<file path="config.mk">
export PLATFORM = sky130hd
export DESIGN_NAME = abc_inverse_search
export DESIGN_NICKNAME = d
export VERILOG_FILES = /design/src/rtl/abc_inverse_search_pkg.sv /design/src/rtl/abc_inverse_search_fwd_map.sv /design/src/rtl/abc_inverse_search.sv
export SDC_FILE = /design/constraint.sdc
export NUM_CORES = 1
export LEC_CHECK = 0
export CORE_AREA = 5 5 46 48
export CTS_CLUSTER_DIAMETER = 150
export DETAILED_ROUTE_END_ITERATION = 8
export DIE_AREA = 0 0 51 53
export PLACE_DENSITY_LB_ADDON = 0.12
export SKIP_LAST_GASP = 1
export SYNTH_ARGS = -nofsm -noshare
export SYNTH_HDL_FRONTEND = slang
export SYNTH_SLANG_ARGS = --single-unit
</file>
<file path="constraint.sdc">
create_clock -name clk -period 1.7 [get_ports clk]
set_input_delay 0.17 -clock clk [delete_from_list [all_inputs] [get_ports clk]]
set_output_delay 0.17 -clock clk [all_outputs]
set_load 0.005 [all_outputs]
</file>
<file path="src/rtl/abc_inverse_search_pkg.sv">
// Shared definitions for the ABC inverse search block: state encodings,
// candidate width and the match rule applied to each forward-mapped row.
package abc_inverse_search_pkg;

  localparam int unsigned CAND_W = 3;
  localparam logic [CAND_W-1:0] CAND_LAST = 3'b111;

  typedef enum logic [1:0] {
    ST_IDLE   = 2'b00,
    ST_SEARCH = 2'b01,
    ST_RESP   = 2'b10,
    ST_UNUSED = 2'b11
  } state_e;

  // A don't-care row only matches a y=0 target, and only in relaxed mode.
  function automatic logic cand_matches(input logic fwd_y, input logic fwd_z,
                                        input logic fwd_dc, input logic tgt_y,
                                        input logic tgt_z, input logic strict_mode);
    if (fwd_dc) begin
      return !strict_mode && !tgt_y;
    end
    return (fwd_y == tgt_y) && (fwd_z == tgt_z);
  endfunction

endpackage

</file>
<file path="src/rtl/abc_inverse_search_fwd_map.sv">
// Fixed forward map abc -> (y,z); rows outside the three defined ones
// produce y=0 and flag their z as don't-care.
module abc_fwd_map
  import abc_inverse_search_pkg::*;
(
  input  logic [CAND_W-1:0] abc,
  output logic              y,
  output logic              z,
  output logic              dc
);

  always_comb begin
    y  = 1'b0;
    z  = 1'b0;
    dc = 1'b0;
    case (abc)
      3'b111:  begin y = 1'b0; z = 1'b1; end
      3'b110:  begin y = 1'b1; z = 1'b1; end
      3'b100:  begin y = 1'b0; z = 1'b0; end
      default: dc = 1'b1;
    endcase
  end

endmodule

</file>
<file path="src/rtl/abc_inverse_search.sv">
// Sequential inverse search: walks candidates 000..111 one per cycle and
// returns the first abc whose forward image matches the latched target.
module abc_inverse_search
  import abc_inverse_search_pkg::*;
(
  input  logic clk,
  input  logic rst,
  input  logic req_valid,
  input  logic req_y,
  input  logic req_z,
  input  logic strict,
  output logic req_ready,
  output logic out_valid,
  input  logic out_ready,
  output logic out_a,
  output logic out_b,
  output logic out_c,
  output logic out_miss
);

  state_e            state_q, state_d;
  logic [CAND_W-1:0] cand_q, cand_d;
  logic              tgt_y_q, tgt_y_d;
  logic              tgt_z_q, tgt_z_d;
  logic              strict_q, strict_d;
  logic              out_valid_q, out_valid_d;
  logic [CAND_W-1:0] res_q, res_d;
  logic              miss_q, miss_d;

  logic fwd_y, fwd_z, fwd_dc, hit;

  abc_fwd_map u_fwd_map (
    .abc (cand_q),
    .y   (fwd_y),
    .z   (fwd_z),
    .dc  (fwd_dc)
  );

  assign hit = cand_matches(fwd_y, fwd_z, fwd_dc, tgt_y_q, tgt_z_q, strict_q);

  always_comb begin
    state_d     = state_q;
    cand_d      = cand_q;
    tgt_y_d     = tgt_y_q;
    tgt_z_d     = tgt_z_q;
    strict_d    = strict_q;
    out_valid_d = out_valid_q;
    res_d       = res_q;
    miss_d      = miss_q;
    case (state_q)
      ST_IDLE: begin
        if (req_valid) begin
          tgt_y_d  = req_y;
          tgt_z_d  = req_z;
          strict_d = strict;
          cand_d   = '0;
          state_d  = ST_SEARCH;
        end
      end
      ST_SEARCH: begin
        if (hit) begin
          res_d       = cand_q;
          miss_d      = 1'b0;
          out_valid_d = 1'b1;
          state_d     = ST_RESP;
        end else if (cand_q == CAND_LAST) begin
          res_d       = '0;
          miss_d      = 1'b1;
          out_valid_d = 1'b1;
          state_d     = ST_RESP;
        end else begin
          cand_d = cand_q + 1'b1;
        end
      end
      ST_RESP: begin
        if (out_ready) begin
          out_valid_d = 1'b0;
          state_d     = ST_IDLE;
        end
      end
      default: begin
        out_valid_d = 1'b0;
        state_d     = ST_IDLE;
      end
    endcase
  end

  always_ff @(posedge clk) begin
    if (rst) begin
      state_q     <= ST_IDLE;
      cand_q      <= '0;
      tgt_y_q     <= 1'b0;
      tgt_z_q     <= 1'b0;
      strict_q    <= 1'b0;
      out_valid_q <= 1'b0;
      res_q       <= '0;
      miss_q      <= 1'b0;
    end else begin
      state_q     <= state_d;
      cand_q      <= cand_d;
      tgt_y_q     <= tgt_y_d;
      tgt_z_q     <= tgt_z_d;
      strict_q    <= strict_d;
      out_valid_q <= out_valid_d;
      res_q       <= res_d;
      miss_q      <= miss_d;
    end
  end

  assign req_ready = (state_q == ST_IDLE);
  assign out_valid = out_valid_q;
  assign out_a     = res_q[2];
  assign out_b     = res_q[1];
  assign out_c     = res_q[0];
  assign out_miss  = miss_q;

endmodule

</file>
==> results.toml <==
[outcome]
run_status = "finished, final reports clean"

[detailed_routing]
vias_per_cell = 5.18
wl_per_cell_um = 12.9
antenna_left = 0
firstDrtPassIters = 3
num_vias = 549
finalWirelength_mm = 1.36
first_iter_violations = 7
drc = 0

[setup_path]
critPathLaunchType = "register"
crit_family = "flip-flops"
path_class = "register to register"
worst-endpoint-required_ns = 1.90
worst-path-stages = 7
worstPathArrival_ns = 1.85
cp_cell_sequence = "ha_4 > ha_4 > buf_4 > nor3_1 > nand2_1 > a31oi_4 > mux2i_1"
crit_fanout = 4
worst_setup_path_end_kind = "register"
cp_num_buf_inv = 1
crit_slowest_cell = "dfxtp_2"
r2r_cells = 7
r2r_slack_ns = 0.05
cpPeakStageDelay_ns = 0.35
cpMostUsedCell = "ha_4"

[pwr]
seqPwrFrac = 0.521
ir_worst_vdd_v = 0.000508
comb_power_share = 0.179
clkPwrFrac = 0.300
p_per_area_nw_per_um2 = 711
p_leak_uw = 0.000372
p_sw_frac = 0.264
power.internal_uw = 472
p_switching_uw = 169

[synthesis]
synth_seq_cells = 13
yosys-top-cells-area = "dfxtp_1 39%, mux2i_1 14%, ha_1 7.5%"
yosys_warnings = 0
syn_area_um2 = 664
syn_area_per_cell_um2 = 9.36
yosysTopAreaCellShare = 0.392
synth.most_common_cell = "dfxtp_1"
async_flop_share = 0
netlist_instances = 71
synth.area.mux_share = 0.136
ys_seq_area_frac = 0.392
yosysTopAreaCell = "dfxtp_1"
synth_fa_ha_area_frac = 0.0753
synth_edf_count = 0
synth_compound_area_frac = 0.158
syn_nets = 82
synth-xor-area-share = 0
synth-simple-area-share = 0.198
synth_top_cells_by_count = "13 x dfxtp_1, 11 x nand2_1, 9 x mux2i_1, 9 x nor2_1, 5 x inv_1"
synth_ff_type = "dfxtp_1"
synth_cell_types = 25
synth_top_family_by_area = "simple AND/OR/NAND/NOR gates"

[sta]
relSlewSlack = 0.732
max_freq_mhz = 607
slew_viol_final = 0
rsz0062_at_grt = "true"
final-setup-viol-count = 0
worst_slew_pin_slew_ns = 0.402
hold_slack_ns = 0.468
hold_violations = 0
fin_crit_ns = 1.65
timing.final.crit_share = 0.970
fin_skew_ns = 0.00151

[clock_tree]
clk_pin_slew_ns = 0.08
cts_root_buf = "clkbuf_4"
ctsLongestPathBuffers = 2
clk_latency_ns = 0.27
clock_sinks = 13
cts_buffers = 3
h-tree-depth = 1
cts_tree = "done"

[placement]
io_buffers = 12
gp_congestion = 0.740
dpl_cell_area_um2 = 820
dp_hpwl_mm = 1.07

[die]
core.rowCount = 15
num_io_pins = 13
die_height_um = 53
chipWidth_um = 51
dieArea_um2 = 2700
core_um2 = 1670
start_util = 0.398

[hold_path]
holdPathStages = 2
hp-class = "register to register"

[global_routing]
grt_use_total = 0.112
grt_start_max_net_pins = 8
grt_pass1_vias = 501
overflow = 0
grt_pass1_wl_mm = 2.22
antenna_found_initial = 0

[finish]
design_area_um2 = 901
area_growth_pct = 35.6
nNetsFinal = 101
antenna_cells = 0
layout-drive-gt1-share = 0.180

[job]
maxCapViolCount = 0
==> stage by stage <==
step / total power, µW / setup TNS [ns] / util / worst slack [ns] / instances
floorplan: 410 / 0 / - / 0.133 / 71
global placement: 447 / 0 / 0.491 / 0.0711 / 101
detailed placement: 449 / 0 / 0.491 / 0.0269 / 101
CTS: 640 / 0 / 0.506 / 0.00775 / 105
global route: 671 / -0.160 / 0.539 / -0.0703 / 106
finish: 641 / 0 / 0.539 / 0.0516 / 106
==> final timing paths <==
kind / startpoint / end
hold reg to reg: res_q[1]$_SDFFE_PP0P_ / res_q[1]$_SDFFE_PP0P_
setup reg to reg: cand_q[0]$_SDFFE_PP0P_ / cand_q[0]$_SDFFE_PP0P_
hold / removal: res_q[1]$_SDFFE_PP0P_ / res_q[1]$_SDFFE_PP0P_
setup / recovery: cand_q[0]$_SDFFE_PP0P_ / cand_q[0]$_SDFFE_PP0P_
==> cell usage in the layout (no fill, tap or decap), types with 2 or more instances in the layout <==
cell	instances
mux2i_1	9
ha_4	2
buf_4	4
clkbuf_4	3
a31oi_4	2
dfxtp_2	2
dfxtp_1	11
nor2_1	9
nand2_1	11
inv_1	5
clkdlybuf4s50_1	12
a21oi_1	2
==> routing by layer <==
layer | part of all wire | global-route usage | up-vias
met1 | 0.42 | 0.125 | 260
met4 | 0 | 0.0269 | 0
met3 | 0.056 | 0.0535 | 0
met2 | 0.52 | 0.189 | 9
met5 | 0 | 0 | -
li1 | - | - | 280
==> area by class of cell <==
class	count	area [µm²]
timing repair buffer	16	150
inverter	5	18.8
multi-input combinational	51	422
sequential	13	263
clock buffer	4	26.3
tap	17	21.3
fill	151	769
==> repair_timing <==
action	CTS	global route
setup buffers	0	1
hold buffers	0	0
gates resized for setup	0	9
setup endpoints to repair	0	10
==> sequential cells by signal, summed over array words and instances (netlist names) <==
| signal | flops |
|---|---|
| cand_q | 3 |
| res_q | 3 |
| state_q | 2 |
| out_miss | 1 |
| out_valid | 1 |
| strict_q | 1 |
| tgt_y_q | 1 |
| tgt_z_q | 1 |
==> worst min-delay path, cell delays in order, from the launching register on <==
cell,delay (ns)
dfxtp_1,0.32
nand2_1,0.05
mux2i_1,0.06
==> cell families (layout without fill, tap and decap cells) <==
group	Yosys count	after routing
adders and majority gates	4	4
AOI/OAI and AO/OA	11	11
buffers and inverters	7	25
DFF	13	13
muxes	9	9
and+or+nand+nor	27	27
==> power by group through the flow <==
stage,registers [µW],clock network [µW],logic [µW]
after floorplan,335,0,74.8
after global placement,338,0,110
after detailed placement,338,0,110
after CTS,331,198,111
after global routing,336,211,124
final,334,192,115
No activity file was read; power rests on OpenSTA's default activity.
